## config.mk

```make
export PLATFORM = sky130hd
export DESIGN_NAME = irq_pending_ctrl
export DESIGN_NICKNAME = d
export VERILOG_FILES = /design/src/rtl/irq_pending_ctrl_pkg.sv /design/src/rtl/irq_pending_ctrl_pr_coder.sv /design/src/rtl/irq_pending_ctrl.sv
export SDC_FILE = /design/constraint.sdc
export NUM_CORES = 1
export LEC_CHECK = 0
export ABC_AREA = 1
export CORE_MARGIN = 1
export CORE_UTILIZATION = 48
export CTS_BUF_LIST = sky130_fd_sc_hd__clkbuf_16
export DETAILED_ROUTE_END_ITERATION = 10
export PLACE_DENSITY = 0.83
export SETUP_SLACK_MARGIN = 0.05
export SYNTH_ARGS = -nofsm -noshare
export SYNTH_HDL_FRONTEND = slang
export SYNTH_SLANG_ARGS = --single-unit
```

## constraint.sdc

```tcl
create_clock -name clk -period 2.69 [get_ports clk]
set_input_delay 0.6725 -clock clk [delete_from_list [all_inputs] [get_ports clk]]
set_output_delay 0.6725 -clock clk [all_outputs]
set_load 0.05 [all_outputs]
```

## src/rtl/irq_pending_ctrl_pkg.sv

```systemverilog
// Shared constants and helpers for the interrupt pending controller.
//   N_REQ    : request count, fixed by the 8-to-3 encoder width
//   IDX_W    : index width
//   onehot8  : index -> one-hot request vector
package irq_pending_ctrl_pkg;

  localparam int unsigned N_REQ = 8;
  localparam int unsigned IDX_W = 3;

  function automatic logic [N_REQ-1:0] onehot8(input logic [IDX_W-1:0] idx);
    logic [N_REQ-1:0] v;
    v      = '0;
    v[idx] = 1'b1;
    return v;
  endfunction

endpackage

```

## src/rtl/irq_pending_ctrl_pr_coder.sv

```systemverilog
// 8-to-3 priority encoder, highest-numbered set bit wins.
//   num : input request vector
//   idx : index of the highest set bit, 0 when num is all zero
module pr_coder
  import irq_pending_ctrl_pkg::*;
(
  input  logic [N_REQ-1:0] num,
  output logic [IDX_W-1:0] idx
);

  // Ascending scan: the last (highest) set bit overwrites earlier ones.
  always_comb begin
    idx = '0;
    for (int unsigned i = 0; i < N_REQ; i++) begin
      if (num[i]) idx = i[IDX_W-1:0];
    end
  end

endmodule

```

## src/rtl/irq_pending_ctrl.sv

```systemverilog
// Request collector ahead of the interrupt/dispatch consumer.
// Captures request edges (or levels) into a pending register, filters by
// mask and global enable, and offers the highest eligible index on a
// valid/ready output. A pending bit clears when its index is loaded.
//   clk, rst_n : clock, synchronous active-low reset
//   req_in     : raw request lines
//   mask       : per-source dispatch eligibility
//   en         : global dispatch enable
//   out_valid  : out_idx holds a dispatched request
//   out_ready  : consumer accepts when out_valid & out_ready
//   out_idx    : dispatched index (7 = highest priority)
//   pending    : pending register status
//   overflow   : sticky re-fire-while-pending flags (edge mode only)
//   ovf_clr    : clear overflow flags
module irq_pending_ctrl
  import irq_pending_ctrl_pkg::*;
#(
  parameter bit EDGE_MODE = 1'b1
) (
  input  logic             clk,
  input  logic             rst_n,
  input  logic [N_REQ-1:0] req_in,
  input  logic [N_REQ-1:0] mask,
  input  logic             en,
  output logic             out_valid,
  input  logic             out_ready,
  output logic [IDX_W-1:0] out_idx,
  output logic [N_REQ-1:0] pending,
  output logic [N_REQ-1:0] overflow,
  input  logic             ovf_clr
);

  logic [N_REQ-1:0] req_prev;
  logic [N_REQ-1:0] rise;
  logic [N_REQ-1:0] elig;
  logic [N_REQ-1:0] take;
  logic [N_REQ-1:0] ovf_set;
  logic [IDX_W-1:0] enc_idx;
  logic             load;

  pr_coder u_pr_coder (
    .num (elig),
    .idx (enc_idx)
  );

  always_comb begin
    rise    = EDGE_MODE ? (req_in & ~req_prev) : req_in;
    elig    = pending & mask & {N_REQ{en}};
    // Encoder output for an all-zero vector is never used: load gates it.
    load    = (|elig) & (~out_valid | out_ready);
    take    = load ? onehot8(enc_idx) : '0;
    ovf_set = EDGE_MODE ? (rise & pending & ~take) : '0;
  end

  always_ff @(posedge clk) begin
    if (!rst_n) begin
      req_prev  <= '0;
      pending   <= '0;
      overflow  <= '0;
      out_valid <= 1'b0;
      out_idx   <= '0;
    end else begin
      req_prev <= req_in;
      // A new rise on the taken bit re-arms it in the same cycle.
      pending  <= (pending & ~take) | rise;
      // Set has priority over a simultaneous clear.
      overflow <= (ovf_clr ? '0 : overflow) | ovf_set;
      if (load) begin
        out_valid <= 1'b1;
        out_idx   <= enc_idx;
      end else if (out_valid && out_ready) begin
        out_valid <= 1'b0;
      end
    end
  end

endmodule
```

==> results.sh <==
export IMPL_outcome="completed"
export IMPL_finalSetupTns_ns=0
export IMPL_p_leak_nw=0.827
export IMPL_n_antenna_cell=0
export IMPL_cts_buffer_depth=2
export IMPL_ys_types=23
export IMPL_worst_clock_skew_ns=0.00392
export IMPL_synth_most_common_cell="nand2_1"
export IMPL_core_area_sq_um=2480
export IMPL_clk_pin_slew_ns=0.07
export IMPL_ant_nets=0
export IMPL_cts_tree="built"
export IMPL_ios=41
export IMPL_top_layer="met4"
export IMPL_synth_async_reset_ratio_pct=0
export IMPL_power_internal_w=0.000840
export IMPL_met2_wirelength_um=1460
export IMPL_cts_sinks=28
export IMPL_via_count=1230
export IMPL_drive_above_1_share_pct=10.4
export IMPL_synth_largest_area_cell="dfxtp_1"
export IMPL_clkPwrFrac_pct=37.5
export IMPL_wl_met1_um=1260
export IMPL_dp_hpwl_um=2140
export IMPL_cts_max_level=1
export IMPL_switchingPower_w=0.000332
export IMPL_finalSetupViolations=0
export IMPL_cp_cell_sequence="clkdlybuf4s50_1"
export IMPL_period_share_pct=82.3
export IMPL_holdBufCountCts=0
export IMPL_syn_area_per_cell_sq_um=7.07
export IMPL_synth_top_area_share_pct=44.3
export IMPL_area_growth_pct=42.0
export IMPL_crit_fanout=5
export IMPL_synth_edf_count=0
export IMPL_max_freq_ghz=0.452
export IMPL_p_sw_share_pct=28.4
export IMPL_crit_family="buffers and inverters"
export IMPL_cp_arrival_ns=1.54
export IMPL_post_drt_wl_per_cell_um=11.6
export IMPL_cp_start_kind="register"
export IMPL_drt_iter0_markers=18
export IMPL_comb_power_share_pct=22.9
export IMPL_place_area_sq_um=1690
export IMPL_grt_overflow=0
export IMPL_fp_dieW_um=53.4
export IMPL_first_pass_iters=5
export IMPL_slew_headroom_pct=63.2
export IMPL_synth_seq_area_share_pct=44.3
export IMPL_drt_total_wl_um=2920
export IMPL_ctsResizeCount=0
export IMPL_clkLatencyLatePin_ns=0.26
export IMPL_ir_worst_vdd_uv=410
export IMPL_worstPathRequired_ns=2.02
export IMPL_path_class="register to primary output"
export IMPL_place_gp_congestion=0.852
export IMPL_nets=243
export IMPL_cts_buffers=3
export IMPL_hold_violations=0
export IMPL_synth_top_cells_by_area="dfxtp_1 (44%), nand2_1 (16%), inv_1 (10%), a21oi_1 (5.9%), nand3_2 (4.0%)"
export IMPL_postLayoutCellArea_sq_um=1800
export IMPL_ys_top_cells_by_count="nand2_1 (53), inv_1 (34), dfxtp_1 (28), a21oi_1 (15), nor2_1 (13)"
export IMPL_synthesis_area_sq_um=1270
export IMPL_synth_seq_cells=28
export IMPL_viasPerCell=4.90
export IMPL_rsz0062_at_grt="false"
export IMPL_powerDensity_nw_per_um2=652
export IMPL_max_cap_viol_count=0
export IMPL_die_height_um=53.4
export IMPL_critPathSlowestCell="clkdlybuf4s50_1"
export IMPL_grt_pass1_vias=1153
export IMPL_cp_slowest_stage_delay_ns=0.84
export IMPL_end_kind="primary output"
export IMPL_grt_usage_pct=22.7
export IMPL_die_area_sq_um=2850
export IMPL_finalHoldWorstSlack_ns=0.464
export IMPL_hold_class="register to register"
export IMPL_syn_instance_count=179
export IMPL_yosys_warnings=0
export IMPL_grt_antenna_before_repair=0
export IMPL_min_period_ns=2.21
export IMPL_utilization_pct=72.6
export IMPL_route_detailed_drc=0
export IMPL_tightest_slew_ns=0.549
export IMPL_slew_viol_final=0
export IMPL_rows=18
export IMPL_sequentialPowerShare_pct=39.6
export IMPL_met3_length_um=169
export IMPL_start_util_pct=51.1
export IMPL_critPathBufInv=1
export IMPL_grt_start_max_net_pins=19
export IMPL_syn_num_nets=200
export IMPL_postCtsSetupRepairBufs=0
export IMPL_grt_pass1_wl_um=4710
export IMPL_portBuffers=40
export IMPL_synthFlopType="dfxtp_1"
export IMPL_nFillCells=208
export IMPL_cts_root_buf="clkbuf_16"
==> worst reg2reg max path: stages (launching register included) <==
cell     delay [ns]
dfxtp_1        0.44
nand3_4        0.15
nand2_2        0.16
o21ai_1        0.09
nor2_1         0.14
nand3_1        0.14
nand2_1        0.09
a21oi_1        0.06
==> layout by cell type, fill, tap and decap left out <==
cell             count
nand3_4              1
buf_4                1
clkinv_1             1
nand4_1              1
dfxtp_1             28
clkbuf_16            3
a21oi_2              2
o21ai_1              3
nand2_4              1
o21ai_0              2
or2_2                1
nand3_2              5
inv_4                1
clkdlybuf4s50_1     40
nor2_4               1
inv_1               34
a31oi_1              1
nand2_1             53
bufinv_16            1
nand3_1              6
nor2_2               1
o211ai_1             1
a21oi_1             15
nor2_1              13
nand2_2              5
==> metrics by stage <==
stage | cells | total power (W) | setup slack, ns
after global routing | 251 | 0.00122 | 0.322
after CTS | 251 | 0.00117 | 0.472
after floorplan | 179 | 0.000644 | 1.08
final | 251 | 0.00117 | 0.475
after detailed placement | 247 | 0.000740 | 0.253
after global placement | 247 | 0.000735 | 0.303
==> power by group through the flow <==
stage	clock (W)	sequential (W)	combinational, W
2_1_floorplan	0	0.000549	0.0000952
3_3_place_gp	0	0.000472	0.000262
3_5_place_dp	0	0.000473	0.000267
4_1_cts	0.000441	0.000464	0.000270
5_1_grt	0.000458	0.000468	0.000290
6_report	0.000440	0.000464	0.000269
==> final timing paths <==
kind	from	endpoint	slack, ns	cells past startpoint
max reg2reg	pending[7]	overflow[4]	1.29	7
min	overflow[7]	overflow[7]	0.46	2
min reg2reg	overflow[7]	overflow[7]	0.46	2
max	pending[7]	pending[7]	0.48	1
==> flip-flops by register name, summed over array words and instances (netlist names) <==
signal	flops
overflow	8
pending	8
req_prev	8
out_idx	3
out_valid	1
==> logic make-up (layout without fill, tap and decap cells) <==
group,count (synthesis),in the layout,synth area share (%)
and+or+nand+nor,88,88,33.0
DFF,28,28,44.3
AOI/OAI and AO/OA,24,24,10.4
buffers and inverters,39,81,12.4
==> per-layer routing <==
layer	vias to the layer above	track usage (%)
li1	629	-
met1	555	27.5
met2	41	40.0
met3	5	4.31
met4	0	6.58
met5	-	0
==> final cells by class <==
class | count | area (sq um) | share of cell area (%)
Clock buffer | 3 | 75.1 | 4.18
Clock inverter | 1 | 30.0 | 1.67
Inverter | 36 | 138 | 7.65
Sequential cell | 28 | 561 | 31.2
Multi-Input combinational cell | 112 | 549 | 30.5
Tap cell | 30 | 37.5 | 2.09
Timing Repair Buffer | 41 | 408 | 22.7
(Power assumes the default switching activity.)
==> edit: new RTL, same settings <==
Make the reset (`rst_n`) asynchronous in one clocked block. Comments in the files are not updated.
--- a/src/rtl/irq_pending_ctrl.sv
+++ b/src/rtl/irq_pending_ctrl.sv
@@ -54,3 +54,3 @@
 
-  always_ff @(posedge clk) begin
+  always_ff @(posedge clk or negedge rst_n) begin
     if (!rst_n) begin
Formal check against the unedited RTL: differs if rst_n is asserted again (counterexample within 4 cycles, from zero or initial values and one cycle with rst_n low); with rst_n held inactive, the same outputs for 10 cycles.
==> edit against the original RTL <==
Highest routed layer unchanged. Fmax grew 0.90%. Critical endpoint unchanged. Worst setup slack better by 0.020 ns. Largest cell class unchanged. Sequential share of layout area up 8.3 points. Clock skew about the same. Cell area down 1.4%. Non-clock buffer count did not move. Die area is 0.19% lower. Sequential cell count unchanged. Routed wire length shrank 1.5%. Synthesized area shrank 0.20%.
Power is not compared: it rests on default switching activity, and its combinational part moved more than twofold at a synthesized area within 25%.
==> edit: results (changes against the original RTL) <==
GRT
  • Largest net degree at the start of global routing: 29 (was 19)
  • Vias in the first global route: 1066 (was 1153)
  • Global-route wire length before repair: 4.526 mm (was 4.705 mm)
  • GRT Total Usage: 0.2255 (was 0.2273)

Layout
  • NumNets Final: 218 (was 243)
  • FILL cells: 199 (was 208)
  • Ratio of cells with drive above 1 in the final layout: 0.09231 (was 0.1041)

Setup path
  • Data arrival time of the worst path: 1.52 ns (was 1.54 ns)
  • R2R Path Start: pending[7]$_DFF_PN0_ (was pending[7]$_SDFF_PN0_)
  • Critical path fanouts, max: 4 (was 5)
  • Worst reg2reg setup slack: 1.26 ns (was 1.29 ns)

Synthesis
  • Net count after synthesis: 173 (was 200)
  • Post-synth ARST share: 1.000 (was 0)
  • Seq/Total Area, Yosys: 0.5545 (was 0.4427)
  • Compound-Gate Fraction of Synth Area: 0.03366 (was 0.1038)
  • Ys flop type: dfrtp_1 (was dfxtp_1)
  • Synth top area cells: dfrtp_1, nand2_1, inv_1 (was dfxtp_1, nand2_1, inv_1)
  • Top cells by count, synth: nand2_1, dfrtp_1, inv_1, nor2_1, nand3_1 (was nand2_1, inv_1, dfxtp_1, a21oi_1, nor2_1)

Timing
  • Least-Margin Pin Slew: 0.5029 ns (was 0.5491 ns)
  • Final Skew: 0.003751 ns (was 0.003916 ns)
  • Fin Hold WS: 0.4769 ns (was 0.4644 ns)

Route
  • TritonRoute pass-1 iters: 4 (was 5)
  • Post-DR vias/cell: 4.973 (was 4.900)

Run status
  • Status: finished, final reports clean (unchanged)

Clock tree
  • Post-cts repair resize count: 0 (unchanged)

Place
  • Gpl congestion: 0.8639 (was 0.8522)
  • Final HPWL DP: 2.134 mm (was 2.136 mm)

Pwr
  • P_leak: 0.9233 nW

Worst hold path
  • HP Start: overflow[6]$_DFF_PN0_ (was overflow[7]$_SDFF_PN0_)
[edit: cell types whose count changed in the layout (fill, tap and decap cells not counted), sizes merged, moves of 10 or more]
cell | unedited run | this run
dfrtp | 0 | 28
inv | 35 | 20
nand2 | 59 | 69
a21oi | 17 | 0
dfxtp | 28 | 0
[edit: cells by family (layout without fill, tap and decap cells)]
family	Yosys count	in the layout
flip-flops	28	28
AO/OA/AOI/OAI	6	6
buffers and inverters	22	65
AND/OR/NAND/NOR	96	96
[edit: final timing paths]
| check | end | cells past startpoint |
|---|---|---|
| worst max-delay path | pending[7] | 1 |
| worst min register to register | overflow[6]$_DFF_PN0_ | 2 |
| worst min-delay path | overflow[6]$_DFF_PN0_ | 2 |
| max in group asynchronous | overflow[0]$_DFF_PN0_ | 2 |
| worst max register to register | overflow[4]$_DFF_PN0_ | 8 |
| min in group asynchronous | req_prev[1]$_DFF_PN0_ | 2 |
[edit: power groups by stage]
stage          clock (mW)  combinational [mW]  sequential [mW]
2_1_floorplan           0               0.144            0.751
3_3_place_gp            0               0.541            0.540
3_5_place_dp            0               0.553            0.542
4_1_cts             0.328               0.558            0.536
5_1_grt             0.337               0.592            0.544
6_report            0.327               0.555            0.535
[edit: area by class of cell]
cell class                 count  area share
sequential                    28      0.3952
multi-input combinational    102      0.2668
timing repair buffer          41      0.2301
inverter                      21     0.04446
clock buffer                   3     0.04234
tap                           30     0.02117
[edit: metrics by stage]
step | setup WS, ns | total power [mW] | util | std cells | instance area (µm²)
floorplan | 1.137 | 0.8947 | - | 152 | 1264
global placement | 0.4218 | 1.081 | 0.6854 | 222 | 1698
detailed placement | 0.3698 | 1.095 | 0.6854 | 222 | 1698
CTS | 0.4939 | 1.423 | 0.7157 | 225 | 1773
global route | 0.4042 | 1.474 | 0.7157 | 225 | 1773
finish | 0.4950 | 1.417 | 0.7157 | 225 | 1773
[edit: routing by layer]
layer	GRT usage	wire, µm	vias to the layer above
met5	0	0	-
met4	0.09649	59	0
met3	0.04310	133	8
met2	0.3979	1488	45
met1	0.2609	1188	514
li1	-	-	552
